`config.mk`:
```
export PLATFORM = sky130hd
export DESIGN_NAME = pdof_sched
export DESIGN_NICKNAME = d
export VERILOG_FILES = /design/src/rtl/pdof_pkg.sv /design/src/rtl/pdof_sched.sv
export SDC_FILE = /design/constraint.sdc
export NUM_CORES = 1
export LEC_CHECK = 0
export ABC_CLOCK_PERIOD_IN_PS = 6500
export CORE_AREA = 5 5 275 277
export DETAILED_ROUTE_END_ITERATION = 10
export DIE_AREA = 0 0 280 282
export GPL_ROUTABILITY_DRIVEN = 0
export PLACE_DENSITY = 0.54
export SLEW_MARGIN = 40
export SYNTH_ARGS = -nofsm -noshare
export SYNTH_HDL_FRONTEND = slang
export SYNTH_SLANG_ARGS = --single-unit
export TNS_END_PERCENT = 50
```
`constraint.sdc`:
```
create_clock -name clk -period 6.5 [get_ports clk]
set_input_delay 1.625 -clock clk [delete_from_list [all_inputs] [get_ports clk]]
set_output_delay 1.625 -clock clk [all_outputs]
set_load 0.05 [all_outputs]
```
`src/rtl/pdof_pkg.sv`:
```
`default_nettype none
// ============================================================================
// Module      : pdof_pkg
// Description : Shared constants and types for the pdof sequencer: dMv width,
//               subblock count, reference-row count, dMv type and FSM states.
// Revision    : 1.0 - initial release
// ============================================================================
package pdof_pkg;

    localparam int DMV_W   = 11;  // signed width of one dMv component
    localparam int NUM_SB  = 16;  // dMv x/y pairs per 4x4 job
    localparam int ROW_NUM = 6;   // 4 rows plus one pad row each side
    localparam int CNT_W   = 3;   // wide enough to hold 0..ROW_NUM

    typedef logic signed [DMV_W-1:0] dmv_t;

    typedef enum logic [2:0] {
        IDLE    = 3'd0,
        FETCH   = 3'd1,
        WAIT    = 3'd2,
        COMPUTE = 3'd3,
        EXPORT  = 3'd4
    } pdof_state_e;

endpackage
`default_nettype wire

```
`src/rtl/pdof_sched.sv`:
```
`default_nettype none
// ============================================================================
// Module      : pdof_sched
// Description : Per-subblock sequencer for the pdof refinement datapath.
//               Accepts one job, fetches the reference rows of the gradient
//               window, waits the refinement latency, pulses the export strobe
//               and hands the result downstream over valid/ready.
// Revision    : 1.0 - initial release
// ============================================================================
module pdof_sched
    import pdof_pkg::*;
#(
    parameter int PROF_LAT = 3
) (
    input  logic                        clk,
    input  logic                        rst_n,
    input  logic                        flush,
    input  logic                        job_valid,
    output logic                        job_ready,
    input  logic                        job_prof_en,
    input  logic [2*NUM_SB*DMV_W-1:0]   job_dmv,
    output logic                        ref_req,
    output logic [2:0]                  ref_row,
    input  logic                        ref_gnt,
    input  logic                        ref_rvalid,
    output logic                        pdof_en,
    output logic                        pdof_enab_prof,
    output logic                        pdof_export,
    output dmv_t                        pdof_dmv_x [NUM_SB],
    output dmv_t                        pdof_dmv_y [NUM_SB],
    output logic                        out_valid,
    input  logic                        out_ready,
    output logic                        busy,
    output logic                        err_extra_beat
);

    localparam int               LAT_W      = (PROF_LAT > 1) ? $clog2(PROF_LAT) : 1;
    localparam logic [CNT_W-1:0] C_LAST_ROW = CNT_W'(ROW_NUM - 1);
    localparam logic [CNT_W-1:0] C_ROWS     = CNT_W'(ROW_NUM);
    localparam logic [LAT_W-1:0] C_LAT_LAST = LAT_W'(PROF_LAT - 1);

    pdof_state_e      r_state;
    pdof_state_e      w_next_state;
    logic [CNT_W-1:0] r_req_cnt;
    logic [CNT_W-1:0] r_beat_cnt;
    logic [LAT_W-1:0] r_lat_cnt;
    logic             r_exported;   // export strobe already issued for this job
    logic             r_prof_en;
    logic             r_err;
    logic             r_rst_done;   // keeps job_ready low while reset is applied
    logic             w_accept;
    logic             w_beat_take;
    logic             w_beats_done;

    // A beat only counts while the job is still collecting rows; anything else is surplus
    assign w_beat_take  = ref_rvalid && ((r_state == FETCH) || (r_state == WAIT))
                          && (r_beat_cnt != C_ROWS);
    // Include the beat arriving this cycle so the no-stall path needs no extra WAIT cycle
    assign w_beats_done = ((r_beat_cnt + CNT_W'(w_beat_take)) == C_ROWS);
    assign w_accept     = job_valid && job_ready;

    assign job_ready      = (r_state == IDLE) && r_rst_done && !flush;
    assign ref_req        = (r_state == FETCH);
    assign ref_row        = ref_req ? r_req_cnt : '0;
    assign busy           = (r_state != IDLE);
    assign pdof_en        = busy;
    assign pdof_enab_prof = r_prof_en;
    assign pdof_export    = (r_state == EXPORT) && !r_exported;
    assign out_valid      = (r_state == EXPORT) && r_exported;
    assign err_extra_beat = r_err;

    // State register
    always_ff @(posedge clk or negedge rst_n) begin
        if (!rst_n) begin
            r_state <= IDLE;
        end else begin
            r_state <= w_next_state;
        end
    end

    // Next-state logic; flush overrides every transition
    always_comb begin
        w_next_state = r_state;
        case (r_state)
            IDLE: begin
                if (w_accept) begin
                    w_next_state = FETCH;
                end
            end
            FETCH: begin
                if (ref_gnt && (r_req_cnt == C_LAST_ROW)) begin
                    if (!w_beats_done) begin
                        w_next_state = WAIT;
                    end else begin
                        w_next_state = r_prof_en ? COMPUTE : EXPORT;
                    end
                end
            end
            WAIT: begin
                if (w_beats_done) begin
                    w_next_state = r_prof_en ? COMPUTE : EXPORT;
                end
            end
            COMPUTE: begin
                if (r_lat_cnt == C_LAT_LAST) begin
                    w_next_state = EXPORT;
                end
            end
            EXPORT: begin
                if (r_exported && out_ready) begin
                    w_next_state = IDLE;
                end
            end
            default: w_next_state = IDLE;
        endcase
        if (flush) begin
            w_next_state = IDLE;
        end
    end

    // Row request, beat and latency counters plus export-issued flag; all clear in IDLE
    always_ff @(posedge clk or negedge rst_n) begin
        if (!rst_n) begin
            r_req_cnt  <= '0;
            r_beat_cnt <= '0;
            r_lat_cnt  <= '0;
            r_exported <= 1'b0;
        end else if (flush || (r_state == IDLE)) begin
            r_req_cnt  <= '0;
            r_beat_cnt <= '0;
            r_lat_cnt  <= '0;
            r_exported <= 1'b0;
        end else begin
            if (ref_req && ref_gnt) begin
                r_req_cnt <= r_req_cnt + CNT_W'(1);
            end
            if (w_beat_take) begin
                r_beat_cnt <= r_beat_cnt + CNT_W'(1);
            end
            r_lat_cnt  <= (r_state == COMPUTE) ? (r_lat_cnt + LAT_W'(1)) : '0;
            r_exported <= (r_state == EXPORT);
        end
    end

    // Job-level flags: prof enable captured at accept, sticky surplus-beat error, reset-done
    always_ff @(posedge clk or negedge rst_n) begin
        if (!rst_n) begin
            r_prof_en  <= 1'b0;
            r_err      <= 1'b0;
            r_rst_done <= 1'b0;
        end else begin
            r_rst_done <= 1'b1;
            if (w_accept) begin
                r_prof_en <= job_prof_en;
            end
            if (ref_rvalid && !w_beat_take) begin
                r_err <= 1'b1;
            end
        end
    end

    // dMv bank: loaded only on job accept so pdof sees stable vectors for the whole job
    always_ff @(posedge clk or negedge rst_n) begin
        if (!rst_n) begin
            for (int i = 0; i < NUM_SB; i++) begin
                pdof_dmv_x[i] <= '0;
                pdof_dmv_y[i] <= '0;
            end
        end else if (w_accept) begin
            for (int i = 0; i < NUM_SB; i++) begin
                pdof_dmv_x[i] <= dmv_t'(job_dmv[(2*i)*DMV_W +: DMV_W]);
                pdof_dmv_y[i] <= dmv_t'(job_dmv[(2*i+1)*DMV_W +: DMV_W]);
            end
        end
    end

endmodule
`default_nettype wire

```
==> out/qor.csv <==
stage;metric;value;unit
global_route;initial antenna violation count;3;
detailed_routing;initial DRC count;240;
finish;Layout Nets;1945;
pwr;Pleak;10.51;nW
detailed_routing;vias post-DR;9829;
synth;ys async rst share;100.0;%
global_route;Total GRT Usage;12.08;%
timing;actual slew at the worst max-slew pin;0.7605;ns
cts;# resized after CTS;0;
timing;Final setup viols;0;
timing;Hold Slack;0.4306;ns
synth;synth warn;0;
finish;layout cells sized above 1;27.17;%
worst_setup_path;CP Depth;4;
worst_setup_path;Reg2Reg Setup Slack;3.41;ns
detailed_routing;ANT nets after route;0;
die;IO Count;723;
die;Initial Util;20.24;%
finish;P&R area growth vs syn;65.45;%
die;die area;78960;µm²
cts;Hold Buf Count CTS;0;
worst_setup_path;Register-to-Register Path Depth;9;
timing;Fin Setup TNS;0;ns
synth;synthesis-stage register bit count;367;
timing;RSZ-0062 raised after global routing;false;
worst_setup_path;Worst setup SP type;primary input;
worst_setup_path;crit path buf inv count;2;
timing;final slew viol count;0;
pwr;Pwr Total;14.91;mW
synth;Yosys cell types;44;
global_route;first-pass GRT wire length;73270;µm
synth;Seq/Total Area, Yosys;62.50;%
die;CORE AREA;72590;µm²
timing;fin crit share;79.58;%
worst_setup_path;CP arrival;3.55;ns
timing;Max transition margin;49.30;%
die;Die Span X;280;µm
detailed_routing;number of remaining DRC errors;0;
die;Rows;99;
placement;dpl cell area;22960;µm²
worst_setup_path;max incr delay on CP;0.85;ns
worst_setup_path;R2R Path End;r_state[1]$_DFFE_PN0P_;
hold_path;type of the worst min-delay path;reg2reg;
worst_setup_path;crit path max fanout;12;
cts;latest clock arrival within the worst-skew pair;0.55;ns
cts;clock-pin slew on the worst setup and hold paths;0.05;ns
worst_setup_path;Top cell by count, worst path;clkdlybuf4s50_1;
die;die height;282;µm
worst_setup_path;cell family with most CP delay;buffers and inverters;
global_route;vias in the first global route;11120;
worst_setup_path;Worst Setup SP;flush;
detailed_routing;drt first pass iters;4;
cts;CTS root buf;clkbuf_16;
detailed_routing;vias per cell;3.829;
cts;Sink Count;367;
cts;H-tree levels;2;
worst_setup_path;crit path cell chain;clkdlybuf4s50_1, nor2_1, and3_1, clkdlybuf4s50_1;
worst_setup_path;CP Class;in2out;
synth;Post-synth EDFFs;0;
finish;area taken by multi-input logic gates;5129;µm²
synth;Syn Inst Count;841;
finish;Reg area;9184;µm²
run_status;status;finished clean;
worst_setup_path;worst r2r src;r_state[0]$_DFFE_PN0P_;
detailed_routing;drt wl/cell;19.60;µm
synth;ys flop type;dfrtp_1;
pwr;Power Dens Cells;613.3;nW/µm²
cts;Post-CTS Setup Inserts;0;
finish;final instance area;24310;µm²
pwr;worst ir drop on vdd;0.3405;mV
timing;Peak Freq;193.3;MHz
cts;CTS buffer count;44;
synth;Synth Area per Inst;17.47;µm²
placement;DP HPWL;38110;µm
cts;CTS Buffer Depth;3;
timing;Post-Route Skew;0.01468;ns
cts;CTS tree;built;
global_route;total overflow reported by the global router;0;
global_route;largest net degree at the start of global routing;121;
finish;# fillers;7126;
synth;mapped cell area;14690;µm²
run;max cap viols;0;
worst_setup_path;Crit. End Element;primary output;
detailed_routing;total wire length;50300;µm
worst_setup_path;Worst EP required;4.88;ns
worst_setup_path;crit path to;job_ready;
placement;Port-buffer cells;722;
synth;Post-Synthesis Net Count;1208;
worst_setup_path;slowest cell on the critical path;clkdlybuf4s50_1;
timing;Min Clock Period, post-route;5.173;ns
timing;Fin. Hold Viols;0;
[per-stage QoR]
step / instances / util, % / setup WS (ns)
floorplan: 841 / - / 2.701
global placement: 2491 / 31.62 / 1.391
detailed placement: 2491 / 31.63 / 1.307
CTS: 2564 / 33.48 / 1.298
global route: 2567 / 33.49 / 1.216
finish: 2567 / 33.49 / 1.327
[final cells by class]
cell class | count | area share [%]
clock buffers | 67 | 5.383
diodes | 3 | 0.03088
multi-input cells | 423 | 21.10
inverters | 6 | 0.09264
flip-flops and latches | 367 | 37.77
repair buffers | 736 | 30.55
clock inverters | 6 | 0.1338
well taps | 959 | 4.935
[registers in the layout, summed over array words and instances, names as in the netlist]
register and cells:
r_beat_cnt 3, r_exported 1, r_state 3, pdof_dmv_x 176
err_extra_beat 1, pdof_dmv_y 176, pdof_enab_prof 1, r_req_cnt 3
r_lat_cnt 2, r_rst_done 1
[power by group]
part / internal, mW / switching (mW) / total, mW / leakage, nW
Clock: 1.37 / 0.945 / 2.32 / 0.660
Combinational: 3.21 / 5.32 / 8.52 / 5.51
Sequential: 3.41 / 0.653 / 4.07 / 4.34
[how the worst min path moves through the flow]
stage / from / end / slack [ns] / cells after the start
after floorplan: r_lat_cnt[0]$_DFF_PN0_ / r_lat_cnt[0]$_DFF_PN0_ / 0.41 / 1
after global placement: r_lat_cnt[0]$_DFF_PN0_ / r_lat_cnt[0]$_DFF_PN0_ / 0.43 / 1
after detailed placement: r_lat_cnt[0]$_DFF_PN0_ / r_lat_cnt[0]$_DFF_PN0_ / 0.43 / 1
after CTS: r_lat_cnt[0]$_DFF_PN0_ / r_lat_cnt[0]$_DFF_PN0_ / 0.44 / 1
after global routing: r_lat_cnt[0]$_DFF_PN0_ / r_lat_cnt[0]$_DFF_PN0_ / 0.44 / 1
final: r_lat_cnt[0]$_DFF_PN0_ / r_lat_cnt[0]$_DFF_PN0_ / 0.43 / 1
[Yosys cell counts, types with 2 or more instances]
library cell,instances,share of area [%]
mux2_4,170,17
nand2b_1,2,0.085
o41ai_1,2,0.12
nor4_1,3,0.13
ha_1,7,0.60
buf_2,12,0.41
xor2_1,3,0.18
and2_1,3,0.13
nand2_1,8,0.20
and3_1,2,0.085
nor2_1,8,0.20
nand3_1,2,0.068
buf_4,11,0.56
a21oi_1,3,0.10
mux2_2,184,14
buf_6,20,1.5
clkbuf_1,2,0.051
dfrtp_1,367,63
inv_1,6,0.15
xnor2_1,2,0.12
[routing by layer]
layer	GRT usage, %	vias to the layer above	routed length [µm]
met3	3.329	89	3399
li1	-	4429	-
met4	4.794	0	1805
met2	21.63	360	26490
met5	0	-	0
met1	13.66	4951	18610
[layout by cell type (no fill, tap or decap), types with 3 or more instances in the layout]
master,n
clkbuf_8,10
mux2_2,184
ha_1,7
clkbuf_16,45
clkinv_2,5
diode_2,3
nand2_1,7
nor4_1,3
inv_1,6
and2_1,3
xor2_1,3
buf_4,6
clkbuf_1,12
mux2_4,170
a21oi_1,3
buf_12,7
clkdlybuf4s50_1,721
dfrtp_1,367
nor2_1,8
[cells by family (layout without fill, tap and decap cells)]
| logic type | Yosys count | in the layout | synth area share (%) |
|---|---|---|---|
| DFF | 367 | 367 | 62.50 |
| and+or+nand+nor | 39 | 39 | 1.516 |
| muxes | 355 | 355 | 31.54 |
| other | 1 | 4 | 0.02552 |
| adders and majority gates | 7 | 7 | 0.5960 |
| AOI/OAI and AO/OA | 16 | 16 | 0.8176 |
| xor gates and xnor gates | 5 | 5 | 0.2981 |
| buffers and inverters | 51 | 815 | 2.708 |
[worst reg2reg max path: cells and delay by family, from the launching register on]
family	cells	cell delay, ns
and+or+nand+nor	2	0.79
AOI/OAI and AO/OA	2	0.69
DFF	1	0.55
muxes	1	0.38
adders and majority gates	2	0.29
xor gates and xnor gates	1	0.17
buffers and inverters	1	0.11
(Power assumes the default switching activity.)
